--- src/rtl/sb_refill_if.sv ---
// Refill controller bus: cache miss handshake, stream-buffer probe/response,
// memory refill request/return, cache data-array fill port and statistics.
`ifndef ADDR_WIDTH
`define ADDR_WIDTH 16
`endif
`ifndef DATA_WIDTH
`define DATA_WIDTH 32
`endif

interface sb_refill_if #(
    parameter int AW        = `ADDR_WIDTH - 2,
    parameter int DW        = `DATA_WIDTH,
    parameter int LINE_SIZE = 4,
    parameter int CNT_WIDTH = 16
);
    logic                           miss_req;
    logic [AW-1:0]                  miss_addr;
    logic                           sb_probe;
    logic [AW-1:0]                  sb_probe_addr;
    logic                           sb_hit;
    logic [LINE_SIZE-1:0][DW-1:0]   sb_rdata;
    logic                           mem_req;
    logic [AW-1:0]                  mem_req_addr;
    logic                           mem_line_valid;
    logic [LINE_SIZE-1:0][DW-1:0]   mem_line_data;
    logic                           fill_we;
    logic [AW-1:0]                  fill_addr;
    logic [DW-1:0]                  fill_wdata;
    logic                           miss_done;
    logic [CNT_WIDTH-1:0]           sb_hit_cnt;
    logic [CNT_WIDTH-1:0]           sb_miss_cnt;

    modport master (
        input  miss_req, miss_addr, sb_hit, sb_rdata, mem_line_valid, mem_line_data,
        output sb_probe, sb_probe_addr, mem_req, mem_req_addr, fill_we, fill_addr,
               fill_wdata, miss_done, sb_hit_cnt, sb_miss_cnt
    );

    modport slave (
        output miss_req, miss_addr, sb_hit, sb_rdata, mem_line_valid, mem_line_data,
        input  sb_probe, sb_probe_addr, mem_req, mem_req_addr, fill_we, fill_addr,
               fill_wdata, miss_done, sb_hit_cnt, sb_miss_cnt
    );
endinterface

--- src/rtl/sb_refill_ctrl.sv ---
// D-cache refill controller: probes the stream buffer, falls back to memory,
// writes the line into the data array word by word and keeps hit/miss stats.
`ifndef ADDR_WIDTH
`define ADDR_WIDTH 16
`endif
`ifndef DATA_WIDTH
`define DATA_WIDTH 32
`endif

module sb_refill_ctrl #(
    parameter int BLOCK_OFFSET_WIDTH = 2,
    parameter int LINE_SIZE          = 2 ** BLOCK_OFFSET_WIDTH,
    parameter int CNT_WIDTH          = 16
) (
    input  logic          clk,
    input  logic          rst,
    sb_refill_if.master   bus
);
    localparam int AW  = `ADDR_WIDTH - 2;
    localparam int DW  = `DATA_WIDTH;
    localparam int BOW = BLOCK_OFFSET_WIDTH;

    localparam logic [2:0] IDLE     = 3'd0;
    localparam logic [2:0] PROBE    = 3'd1;
    localparam logic [2:0] LOOKUP   = 3'd2;
    localparam logic [2:0] WAIT_MEM = 3'd3;
    localparam logic [2:0] WRITE    = 3'd4;
    localparam logic [2:0] DONE     = 3'd5;

    localparam logic [BOW-1:0] K_LAST = BOW'(LINE_SIZE - 1);

    function automatic logic [CNT_WIDTH-1:0] sat_inc(input logic [CNT_WIDTH-1:0] cnt);
        if (cnt == {CNT_WIDTH{1'b1}}) begin
            return cnt;
        end else begin
            return cnt + {{(CNT_WIDTH-1){1'b0}}, 1'b1};
        end
    endfunction

    logic [2:0]                   state_r,  state_nxt_s;
    logic [AW-1:0]                addr_r,   addr_nxt_s;
    logic [LINE_SIZE-1:0][DW-1:0] line_r,   line_nxt_s;
    logic [BOW-1:0]               k_r,      k_nxt_s;
    logic                         hit_inc_s, miss_inc_s;
    logic [CNT_WIDTH-1:0]         hit_cnt_r, miss_cnt_r;

    logic                         sb_probe_r;
    logic                         mem_req_r;
    logic [AW-1:0]                mem_req_addr_r;
    logic                         fill_we_r;
    logic [AW-1:0]                fill_addr_r;
    logic [DW-1:0]                fill_wdata_r;
    logic                         miss_done_r;

    // Next-state, capture and statistic-increment decisions.
    always_comb begin
        state_nxt_s = state_r;
        addr_nxt_s  = addr_r;
        line_nxt_s  = line_r;
        k_nxt_s     = k_r;
        hit_inc_s   = 1'b0;
        miss_inc_s  = 1'b0;
        case (state_r)
            IDLE: begin
                if (bus.miss_req) begin
                    addr_nxt_s  = bus.miss_addr;
                    state_nxt_s = PROBE;
                end else begin
                    state_nxt_s = IDLE;
                end
            end
            PROBE: begin
                state_nxt_s = LOOKUP;
            end
            LOOKUP: begin
                if (bus.sb_hit) begin
                    line_nxt_s  = bus.sb_rdata;
                    hit_inc_s   = 1'b1;
                    state_nxt_s = WRITE;
                end else begin
                    miss_inc_s  = 1'b1;
                    state_nxt_s = WAIT_MEM;
                end
            end
            WAIT_MEM: begin
                if (bus.mem_line_valid) begin
                    line_nxt_s  = bus.mem_line_data;
                    state_nxt_s = WRITE;
                end else begin
                    state_nxt_s = WAIT_MEM;
                end
            end
            WRITE: begin
                // k wraps back to zero naturally on the last word
                k_nxt_s = k_r + {{(BOW-1){1'b0}}, 1'b1};
                if (k_r == K_LAST) begin
                    state_nxt_s = DONE;
                end else begin
                    state_nxt_s = WRITE;
                end
            end
            DONE: begin
                state_nxt_s = IDLE;
            end
            default: begin
                state_nxt_s = IDLE;
                k_nxt_s     = {BOW{1'b0}};
            end
        endcase
    end

    // State, datapath and registered outputs derived from the upcoming state.
    always_ff @(posedge clk) begin
        if (rst) begin
            state_r        <= IDLE;
            addr_r         <= {AW{1'b0}};
            line_r         <= {(LINE_SIZE*DW){1'b0}};
            k_r            <= {BOW{1'b0}};
            hit_cnt_r      <= {CNT_WIDTH{1'b0}};
            miss_cnt_r     <= {CNT_WIDTH{1'b0}};
            sb_probe_r     <= 1'b0;
            mem_req_r      <= 1'b0;
            mem_req_addr_r <= {AW{1'b0}};
            fill_we_r      <= 1'b0;
            fill_addr_r    <= {AW{1'b0}};
            fill_wdata_r   <= {DW{1'b0}};
            miss_done_r    <= 1'b0;
        end else begin
            state_r    <= state_nxt_s;
            addr_r     <= addr_nxt_s;
            line_r     <= line_nxt_s;
            k_r        <= k_nxt_s;
            if (hit_inc_s) begin
                hit_cnt_r <= sat_inc(hit_cnt_r);
            end
            if (miss_inc_s) begin
                miss_cnt_r <= sat_inc(miss_cnt_r);
            end
            sb_probe_r  <= (state_nxt_s == PROBE);
            miss_done_r <= (state_nxt_s == DONE);
            if (state_nxt_s == WAIT_MEM) begin
                mem_req_r      <= 1'b1;
                mem_req_addr_r <= {addr_nxt_s[AW-1:BOW], {BOW{1'b0}}};
            end else begin
                mem_req_r      <= 1'b0;
                mem_req_addr_r <= {AW{1'b0}};
            end
            if (state_nxt_s == WRITE) begin
                fill_we_r    <= 1'b1;
                fill_addr_r  <= {addr_nxt_s[AW-1:BOW], k_nxt_s};
                fill_wdata_r <= line_nxt_s[k_nxt_s];
            end else begin
                fill_we_r    <= 1'b0;
                fill_addr_r  <= {AW{1'b0}};
                fill_wdata_r <= {DW{1'b0}};
            end
        end
    end

    assign bus.sb_probe      = sb_probe_r;
    assign bus.sb_probe_addr = addr_r;
    assign bus.mem_req       = mem_req_r;
    assign bus.mem_req_addr  = mem_req_addr_r;
    assign bus.fill_we       = fill_we_r;
    assign bus.fill_addr     = fill_addr_r;
    assign bus.fill_wdata    = fill_wdata_r;
    assign bus.miss_done     = miss_done_r;
    assign bus.sb_hit_cnt    = hit_cnt_r;
    assign bus.sb_miss_cnt   = miss_cnt_r;

endmodule

--- src/flat_wrapper.sv ---
// flat-port wrapper written by rule: the top's interface ports become plain ports
module sb_refill_ctrl_flat 
#(
    parameter int BLOCK_OFFSET_WIDTH = 2,
    parameter int LINE_SIZE          = 2 ** BLOCK_OFFSET_WIDTH,
    parameter int CNT_WIDTH          = 16
)
  (clk, rst, bus_miss_req, bus_miss_addr, bus_sb_hit, bus_sb_rdata, bus_mem_line_valid, bus_mem_line_data, bus_sb_probe, bus_sb_probe_addr, bus_mem_req, bus_mem_req_addr, bus_fill_we, bus_fill_addr, bus_fill_wdata, bus_miss_done, bus_sb_hit_cnt, bus_sb_miss_cnt);
  sb_refill_if #(.LINE_SIZE(LINE_SIZE), .CNT_WIDTH(CNT_WIDTH)) bus_i ();
  input  logic clk;
  input  logic rst;
  input wire logic [$bits(bus_i.miss_req)-1:0] bus_miss_req;
  input wire logic [$bits(bus_i.miss_addr)-1:0] bus_miss_addr;
  input wire logic [$bits(bus_i.sb_hit)-1:0] bus_sb_hit;
  input wire logic [$bits(bus_i.sb_rdata)-1:0] bus_sb_rdata;
  input wire logic [$bits(bus_i.mem_line_valid)-1:0] bus_mem_line_valid;
  input wire logic [$bits(bus_i.mem_line_data)-1:0] bus_mem_line_data;
  output wire logic [$bits(bus_i.sb_probe)-1:0] bus_sb_probe;
  output wire logic [$bits(bus_i.sb_probe_addr)-1:0] bus_sb_probe_addr;
  output wire logic [$bits(bus_i.mem_req)-1:0] bus_mem_req;
  output wire logic [$bits(bus_i.mem_req_addr)-1:0] bus_mem_req_addr;
  output wire logic [$bits(bus_i.fill_we)-1:0] bus_fill_we;
  output wire logic [$bits(bus_i.fill_addr)-1:0] bus_fill_addr;
  output wire logic [$bits(bus_i.fill_wdata)-1:0] bus_fill_wdata;
  output wire logic [$bits(bus_i.miss_done)-1:0] bus_miss_done;
  output wire logic [$bits(bus_i.sb_hit_cnt)-1:0] bus_sb_hit_cnt;
  output wire logic [$bits(bus_i.sb_miss_cnt)-1:0] bus_sb_miss_cnt;
  assign bus_i.miss_req = bus_miss_req;
  assign bus_i.miss_addr = bus_miss_addr;
  assign bus_i.sb_hit = bus_sb_hit;
  assign bus_i.sb_rdata = bus_sb_rdata;
  assign bus_i.mem_line_valid = bus_mem_line_valid;
  assign bus_i.mem_line_data = bus_mem_line_data;
  assign bus_sb_probe = bus_i.sb_probe;
  assign bus_sb_probe_addr = bus_i.sb_probe_addr;
  assign bus_mem_req = bus_i.mem_req;
  assign bus_mem_req_addr = bus_i.mem_req_addr;
  assign bus_fill_we = bus_i.fill_we;
  assign bus_fill_addr = bus_i.fill_addr;
  assign bus_fill_wdata = bus_i.fill_wdata;
  assign bus_miss_done = bus_i.miss_done;
  assign bus_sb_hit_cnt = bus_i.sb_hit_cnt;
  assign bus_sb_miss_cnt = bus_i.sb_miss_cnt;
  sb_refill_ctrl #(.BLOCK_OFFSET_WIDTH(BLOCK_OFFSET_WIDTH), .LINE_SIZE(LINE_SIZE), .CNT_WIDTH(CNT_WIDTH)) u_core (.clk(clk), .rst(rst), .bus(bus_i));
endmodule
--- config.mk ---
export PLATFORM = sky130hd
export DESIGN_NAME = sb_refill_ctrl_flat
export DESIGN_NICKNAME = d
export VERILOG_FILES = /design/src/rtl/sb_refill_if.sv /design/src/rtl/sb_refill_ctrl.sv /design/src/flat_wrapper.sv
export SDC_FILE = /design/constraint.sdc
export NUM_CORES = 1
export LEC_CHECK = 0
export CAP_MARGIN = 20
export CELL_PAD_IN_SITES_DETAIL_PLACEMENT = 1
export CELL_PAD_IN_SITES_GLOBAL_PLACEMENT = 2
export CORE_ASPECT_RATIO = 0.9
export CORE_UTILIZATION = 30
export DETAILED_ROUTE_END_ITERATION = 16
export PLACE_DENSITY = 0.95
export SLEW_MARGIN = 20
export SYNTH_ARGS = -nofsm -noshare
export SYNTH_HDL_FRONTEND = slang
export SYNTH_SLANG_ARGS = --single-unit
export TNS_END_PERCENT = 100
--- constraint.sdc ---
create_clock -name clk -period 5.9 [get_ports clk]
set_input_delay 1.18 -clock clk [delete_from_list [all_inputs] [get_ports clk]]
set_output_delay 1.18 -clock clk [all_outputs]
set_load 0.01 [all_outputs]
==> results of run 1 <==
power groups by stage:
stage               clock network (mW)  registers [mW]  logic [mW]
floorplan                            0            1.79       0.510
global placement                     0            1.80       0.865
detailed placement                   0            1.80       0.890
CTS                               2.19            1.77       0.898
global route                      2.25            1.78       0.971
finish                            2.13            1.77       0.897
through the flow:
stage          hold slack (ps)  cells  power, mW  setup slack [ps]
2_1_floorplan              457   1662       2.30              3160
3_3_place_gp               468   2505       2.66              1690
3_5_place_dp               485   2505       2.69              1670
4_1_cts                    492   2560       4.85              2130
5_1_grt                    521   2563       4.99              2070
6_report                   495   2563       4.80              2290
cell usage in the layout (no fill, tap or decap), types with 15 or more instances in the layout:
master,n
a211oi_1,60
a21oi_1,41
a22o_1,17
a311oi_1,20
a31oi_1,74
and2_1,33
and3_1,27
buf_4,26
clkbuf_16,31
clkdlybuf4s50_1,379
dfxtp_1,240
inv_1,75
mux2_2,20
mux2i_1,124
nand2_1,135
nand3_1,18
nor2_1,204
nor2b_1,25
nor4bb_1,15
o211ai_1,28
o21ai_0,20
o221ai_1,32
o22a_1,31
o22ai_1,24
or2_2,24
xor2_1,21
synth_stat cells, drive strengths merged, types with 12 or more instances:
cell	n
a211oi	60
a221oi	12
a21oi	41
and3	28
nor3	12
mux2i	124
and2	33
clkbuf	93
o221ai	32
nor4bb	15
buf	70
o22ai	24
o21ai	33
xor2	21
a311oi	20
nand2	135
a31oi	74
o22a	31
dfxtp	241
nand3	19
nor2b	26
o211ai	28
nor2	204
inv	76
mux2	21
or2	25
a22o	17
kinds of logic after synthesis:
kind of cell / count (synthesis) / synth area share
adders and majority gates: 3 / 0.00274
muxes: 148 / 0.113
buffers and inverters: 240 / 0.0722
other: 1 / 0.000274
DFF: 241 / 0.353
AOI/OAI and AO/OA: 455 / 0.247
xor gates and xnor gates: 29 / 0.0186
and+or+nand+nor: 544 / 0.194
cell type report:
| cell class | count | area (sq um) | share of cell area |
|---|---|---|---|
| sequential | 241 | 4830 | 0.255 |
| multi-input combinational | 1181 | 7920 | 0.418 |
| clock inverter | 17 | 302 | 0.0159 |
| antenna | 3 | 7.51 | 0.000396 |
| clock buffer | 38 | 842 | 0.0445 |
| tap | 600 | 751 | 0.0396 |
| inverter | 77 | 289 | 0.0153 |
| timing repair buffer | 406 | 4000 | 0.211 |
routing by layer:
metal  wire length (um)  GRT usage  up-vias
li1                   -          -     6627
met1              25500      0.315     7081
met2              27300      0.397      406
met3               3330     0.0433       80
met4               1360     0.0657        2
met5                 11          0        -
registers in the layout (all words and copies together), names as in the netlist:
register                  cells
u_core.bus.fill_addr         14
u_core.bus.fill_wdata        32
u_core.bus.fill_we            1
u_core.bus.mem_req            1
u_core.bus.mem_req_addr      12
u_core.bus.miss_done          1
u_core.bus.sb_hit_cnt        16
u_core.bus.sb_miss_cnt       16
u_core.bus.sb_probe           1
u_core.bus.sb_probe_addr     14
u_core.k_r                    2
u_core.line_r               128
u_core.state_r                3
tightest hold or removal path, stage by stage (launching register included):
cell and delay (ps):
dfxtp_1 320, nand2_1 70, a21oi_1 60
how the worst max path moves through the flow:
stage          depth (start not counted)                from                        end  slack [ps]
6_report                               7          bus_sb_hit  u_core.bus.fill_wdata[30]        2290
3_5_place_dp                           7          bus_sb_hit  u_core.bus.fill_wdata[30]        1670
2_1_floorplan                          7  bus_mem_line_valid  u_core.bus.fill_wdata[10]        3160
3_3_place_gp                           7          bus_sb_hit  u_core.bus.fill_wdata[30]        1690
5_1_grt                                6   u_core.state_r[0]  u_core.bus.fill_wdata[30]        2070
4_1_cts                                7   u_core.state_r[2]   u_core.bus.fill_wdata[5]        2130
==> results.cfg, run 1 <==
[critical_path]
crit-reg2reg-capture = u_core.bus.fill_wdata[30]
crit_top_cell = buf_4
startpoint_type = primary input
worstPathArrival_ps = 4080
cpPeakStageDelay_ps = 780
worst-path-buf-inv = 2
cpMaxStageDelayCell = or2_1
crit_type = primary input to flop
crit_family = compound AO/OA/AOI/OAI gates
cp-end-kind = flop
cp_max_fo = 76
critical_path_required_ps = 6370
r2r_setup_slack_ps = 2290
path_cells = buf_4 > buf_4 > nor2b_1 > o211ai_1 > o2111ai_4 > or2_1 > o32ai_1
rr_startpoint = u_core.state_r[0]
reg2reg_depth = 6

[clock_network]
cts_setup_buffers = 0
cts_sinks = 241
postCtsHoldBufs = 0
cts-htree-levels = 1
numCtsBuffers = 30
cts.path.max_buffers = 3
cts_root_buf = clkbuf_16
clkLatencyLatePin_ps = 570
clkTransAtPathRegs_ps = 60
cts_tree = built
cts_resized = 0

[synth]
synth_ff_type = dfxtp_1
synth_top_cell_by_area = dfxtp_1
synth_edf_count = 0
netlist_instances = 1661
avgSynthCellArea_sq_um = 8.24
yosys-top-cells-area = dfxtp_1, mux2i_1, nor2_1
synth_top_area_frac = 0.353
ys_seq_elements = 241
ys_seq_area_frac = 0.353
ys_types = 69
synthesis.area_sq_um = 13700
ys_async_sr_fraction = 0
ys_warn_count = 0

[power]
switching_share = 0.272
p_switching_mw = 1.31
p_leak_nw = 6.83
clockPowerShare = 0.444
p_int_mw = 3.49
seq_power_share = 0.369
powerDensity_nw_per_um2 = 253
peakVddDrop_mv = 0.227
power.share.combinational = 0.187

[layout]
post-route-util = 0.425
drive_gt1_frac = 0.0709
final_area_sq_um = 18900
fillers = 5234
syn2layout_area_growth_pct = 38.4
layout.nets = 2215

[drt]
routedWlPerCell_um = 22.4
viasPerCell = 5.54
ant_nets = 0
firstDrtPassIters = 6
routed_wl_um = 57500
num_vias = 14200
drc = 0
first_iter_violations = 748

[worst_hold_path]
hold_depth = 2
whs_endpoint = u_core.line_r[112]
min_from = u_core.line_r[112]
hold_class = flop to flop

[timing]
maxSlewViolCount = 0
period_share = 0.613
hold_viol = 0
timing.fmax_mhz = 277
setup_tns_ps = 0
fin_crit_ps = 3610
rsz0062_at_grt = false
tightest_slew_ps = 1050
relSlewSlack = 0.300
finalSetupViolations = 0
finClkSkew_ps = 14.5

[placed_design]
routabilityCongestion = 0.842
placed_cell_area_sq_um = 17800
hpwl_um = 38700
portBuffers = 382

[global_route]
grt_pass1_wl_um = 86800
grt_start_max_net_pins = 87
track_usage = 0.239
antenna_found_initial = 4
grt_overflow = 0
grt_pass1_vias = 14600

[floorplanning]
ios = 385
core_area_sq_um = 44600
dieArea_sq_um = 46500
core.rowCount = 73
die_h_um = 205
initial_core_util = 0.307
fp.dieW_um = 227

[run_status]
status = completed

[flow_run]
cap_viol_max_count = 0
Note: power is estimated with default switching activity, not from simulation.
==> run 2: changes to the inputs <==
CORE_UTILIZATION = 25   (was 30)
PLACE_DENSITY = 0.86   (was 0.95)
clock period = 3.1 ns   (was 5.9 ns; I/O delays follow)
==> run 2 against run 1 <==
  * Sequential share of layout area is 0.52 points lower
  * Critical endpoint is now u_core.bus.fill_wdata[22]
  * Largest cell class unchanged
  * Combinational power increased by 96%
  * Worst hold slack got worse by 6.1 ps
==> results.cfg, run 2 (same netlist as run 1, synthesis figures left out) <==
[drt]
viasPerCell = 5.26
routed_wl_um = 59700
num_vias = 14100
routedWlPerCell_um = 22.2
firstDrtPassIters = 5
drc = 0
ant_nets = 0
first_iter_violations = 661

[critical_path]
crit_type = flop to flop
cp_max_fo = 31
rr_startpoint = u_core.state_r[1]
cp-end-kind = flop
critical_path_required_ps = 3540
worstPathArrival_ps = 2990
r2r_setup_slack_ps = 540
startpoint_type = flop
startpoint = u_core.state_r[1]

[timing]
finClkSkew_ps = 12.9
period_share = 0.824
maxSlewViolCount = 0
timing.fmax_mhz = 391
relSlewSlack = 0.394
timing.final.ws_setup_ps = 545
finalSetupViolations = 0
rsz0062_at_grt = false
hold_viol = 0
tightest_slew_ps = 910
setup_tns_ps = 0
fin_crit_ps = 2560

[layout]
layout.nets = 2241
final_common_cell = clkdlybuf4s50_1
syn2layout_area_growth_pct = 41.3
top_register = u_core.line_r
multi_input_area_sq_um = 7920
regArea_sq_um = 4830
mostFrequentLayoutCells = clkdlybuf4s50_1, dfxtp_1, nor2_1, nand2_1, mux2i_1
drive_gt1_frac = 0.0830
post-route-util = 0.361
largest_register_ffs = 128
fillers = 6149

[floorplanning]
core_area_sq_um = 53600
core.rowCount = 80
dieArea_sq_um = 55700
initial_core_util = 0.255
ios = 385
fp.dieW_um = 249
die_h_um = 224

[clock_network]
numCtsBuffers = 30
cts_setup_buffers = 0
clkTransAtPathRegs_ps = 70
cts_root_buf = clkbuf_16
postCtsHoldBufs = 0
cts-htree-levels = 1
cts_resized = 0
cts.path.max_buffers = 3
cts_tree = built
cts_sinks = 241
clkLatencyLatePin_ps = 580

[placed_design]
place_ws_ps = 434
hpwl_um = 41900
portBuffers = 382
routabilityCongestion = 0.813

[power]
peakVddDrop_mv = 0.327
powerDensity_nw_per_um2 = 474
p_leak_nw = 6.98

[worst_hold_path]
min_from = u_core.line_r[100]
hold_class = flop to flop

[global_route]
grt_pass1_vias = 15100
grt_start_max_net_pins = 100
antenna_found_initial = 7
track_usage = 0.208
grt_pass1_wl_um = 91100
grt_overflow = 0

[flow_run]
cap_viol_max_count = 0

[run_status]
status = completed
run 2: cell count changes in the layout (fill, tap and decap cells not counted), sizes merged:
cell	before	now
buf	27	53
diode	3	5
bufinv	8	7
clkbuf	38	39
clkinv	8	9
clkinvlp	2	3
inv	76	75
run 2: final timing paths:
kind | to | cells past startpoint
setup reg to reg | u_core.bus.fill_wdata[22] | 5
setup / recovery | u_core.bus.fill_wdata[22] | 5
hold / removal | u_core.line_r[100] | 2
hold reg to reg | u_core.line_r[100] | 2
run 2: critical path, cell delays in order (launching register included):
cell       delay (ps)
dfxtp_1           620
nand4bb_1         300
nand3_4           440
buf_12            360
a2111oi_0         510
o32ai_1           150
run 2: metal layers:
| layer | part of all wire | track usage | vias up |
|---|---|---|---|
| met3 | 0.044 | 0.0318 | 92 |
| met5 | 0.00035 | 0 | - |
| met2 | 0.48 | 0.353 | 340 |
| li1 | - | - | 6690 |
| met1 | 0.45 | 0.269 | 7021 |
| met4 | 0.030 | 0.0719 | 4 |
run 2: area by class of cell:
class | count | share of cell area
Multi-Input combinational cell | 1181 | 0.410
Sequential cell | 241 | 0.250
Timing Repair Buffer | 432 | 0.221
Tap cell | 697 | 0.0451
Clock buffer | 39 | 0.0443
Inverter | 77 | 0.0150
Clock inverter | 17 | 0.0142
Antenna cell | 5 | 0.000647
run 2: report_power, final:
group	internal, mW	leakage, nW	total [mW]	switching [mW]
Sequential	3.25	1.96	3.36	0.106
Combinational	0.846	4.47	1.76	0.914
Clock	2.53	0.548	4.05	1.52
run 2: stage by stage:
stage                     total power, mW  area, sq um  hold slack, ps  cells
after floorplan                      4.37        13700             457   1662
after CTS                            9.29        19300             494   2684
after detailed placement             5.18        18200             485   2628
final                                9.17        19300             488   2689
after global placement               5.12        18200             468   2628
after global routing                 9.57        19300             517   2689
==> run 3: changes to the inputs <==
CORE_UTILIZATION = 28   (was 25)
PLACE_DENSITY = 0.91   (was 0.86)
clock period = 2.4 ns   (was 3.1 ns; I/O delays follow)
==> run 3 against run 2 <==
  * Core utilization grew 5.0 points
  * Worst hold slack got worse by 200 ps
  * Sequential power rose by 29%
  * Critical path depth grew 4
  * Register-to-register slack worse by 470 ps
  * First-iteration DRC count grew 5.3%
  * Clock power increased by 29%
==> results.cfg, run 3 (same netlist as run 1, synthesis figures left out) <==
[clock_network]
cts_root_buf = clkbuf_16
postCtsHoldBufs = 0
cts.path.max_buffers = 3
numCtsBuffers = 30
cts-htree-levels = 1
clkTransAtPathRegs_ps = 60
cts_tree = built
cts_resized = 2
clkLatencyLatePin_ps = 580
cts_setup_buffers = 0
cts_sinks = 241

[drt]
ant_nets = 0
routedWlPerCell_um = 22.3
drc = 0
routed_wl_um = 59300
num_vias = 14400
first_iter_violations = 696
viasPerCell = 5.43
firstDrtPassIters = 4

[power]
powerDensity_nw_per_um2 = 606
p_leak_nw = 7.26
p_int_mw = 8.66
clockPowerShare = 0.437
seq_power_share = 0.363
p_switching_mw = 3.28
switching_share = 0.274
power_mw = 11.9
peakVddDrop_mv = 0.570
power.share.combinational = 0.199

[timing]
finalSetupViolations = 0
hold_viol = 0
relSlewSlack = 0.509
timing.fmax_mhz = 429
maxSlewViolCount = 0
timing.final.ws_setup_ps = 71.1
tightest_slew_ps = 730
fin_crit_ps = 2330
finClkSkew_ps = 11.2
period_share = 0.970

[critical_path]
startpoint = u_core.state_r[2]
worstPathArrival_ps = 2770
rr_startpoint = u_core.state_r[2]
startpoint_type = flop
cp-end-kind = flop
critical_path_required_ps = 2840
crit_type = flop to flop
cp_max_fo = 34

[floorplanning]
fp.dieW_um = 235
dieArea_sq_um = 49700
initial_core_util = 0.285
die_h_um = 212
ios = 385
core.rowCount = 76
core_area_sq_um = 48000

[placed_design]
portBuffers = 382
hpwl_um = 41700
place_ws_ps = -120
placed_cell_area_sq_um = 18600
routabilityCongestion = 0.856

[layout]
layout.nets = 2285
final_area_sq_um = 19700
top_register = u_core.line_r
mostFrequentLayoutCells = clkdlybuf4s50_1, dfxtp_1, nor2_1, nand2_1, mux2i_1
largest_register_ffs = 128
syn2layout_area_growth_pct = 44.1
drive_gt1_frac = 0.104
final_common_cell = clkdlybuf4s50_1

[global_route]
grt_pass1_wl_um = 90300
grt_pass1_vias = 15200
track_usage = 0.230
grt_start_max_net_pins = 119
antenna_found_initial = 4
grt_overflow = 0

[flow_run]
cap_viol_max_count = 0

[worst_hold_path]
min_from = rst
hold_class = primary input to flop

[run_status]
status = completed
run 3: area by class of cell:
| class | instances | area, sq um |
|---|---|---|
| clock inverter | 12 | 214 |
| inverter | 77 | 289 |
| antenna | 3 | 7.51 |
| tap | 624 | 781 |
| timing repair buffer | 476 | 4750 |
| sequential | 241 | 4830 |
| fill | 5572 | 28300 |
| clock buffer | 44 | 925 |
| multi-input combinational | 1181 | 7920 |
run 3: path summary, 6_finish.rpt:
check	endpoint	slack, ps	cells past startpoint
worst min register to register	u_core.line_r[100]	500	2
worst max-delay path	u_core.bus.fill_wdata[9]	70	9
worst max register to register	u_core.bus.fill_wdata[9]	70	9
worst min-delay path	u_core.state_r[0]	290	3
run 3: routing by layer:
metal,up-vias,wire length [um],GRT usage
met1,7218,26600,0.298
met3,66,2630,0.0349
met2,370,28800,0.398
met4,2,1250,0.0583
li1,6769,-,-
met5,-,11,0
run 3: power by group through the flow:
stage | clock, mW | sequential (mW) | combinational (mW)
final | 5.22 | 4.34 | 2.38
after global routing | 5.50 | 4.36 | 2.57
after CTS | 5.36 | 4.33 | 2.39
after detailed placement | 0 | 4.42 | 2.37
after global placement | 0 | 4.40 | 2.30
after floorplan | 0 | 4.39 | 1.25
run 3: worst max-delay path, cell delays in order (launching register included):
cell and delay [ps]:
dfxtp_1 360, buf_12 230, nand3b_1 180, buf_4 260
buf_12 250, buf_12 180, mux2i_1 200, mux2i_1 120
mux2i_1 260, o22ai_1 130
run 3: stage by stage:
stage / utilization / cells / TNS [ps] / hold WS (ps)
after floorplan: - / 1662 / 0 / 457
after global placement: 0.387 / 2599 / -995 / 467
after detailed placement: 0.387 / 2599 / -1040 / 488
after CTS: 0.410 / 2655 / 0 / 263
after global routing: 0.411 / 2657 / -3.92 / 296
final: 0.411 / 2658 / 0 / 286
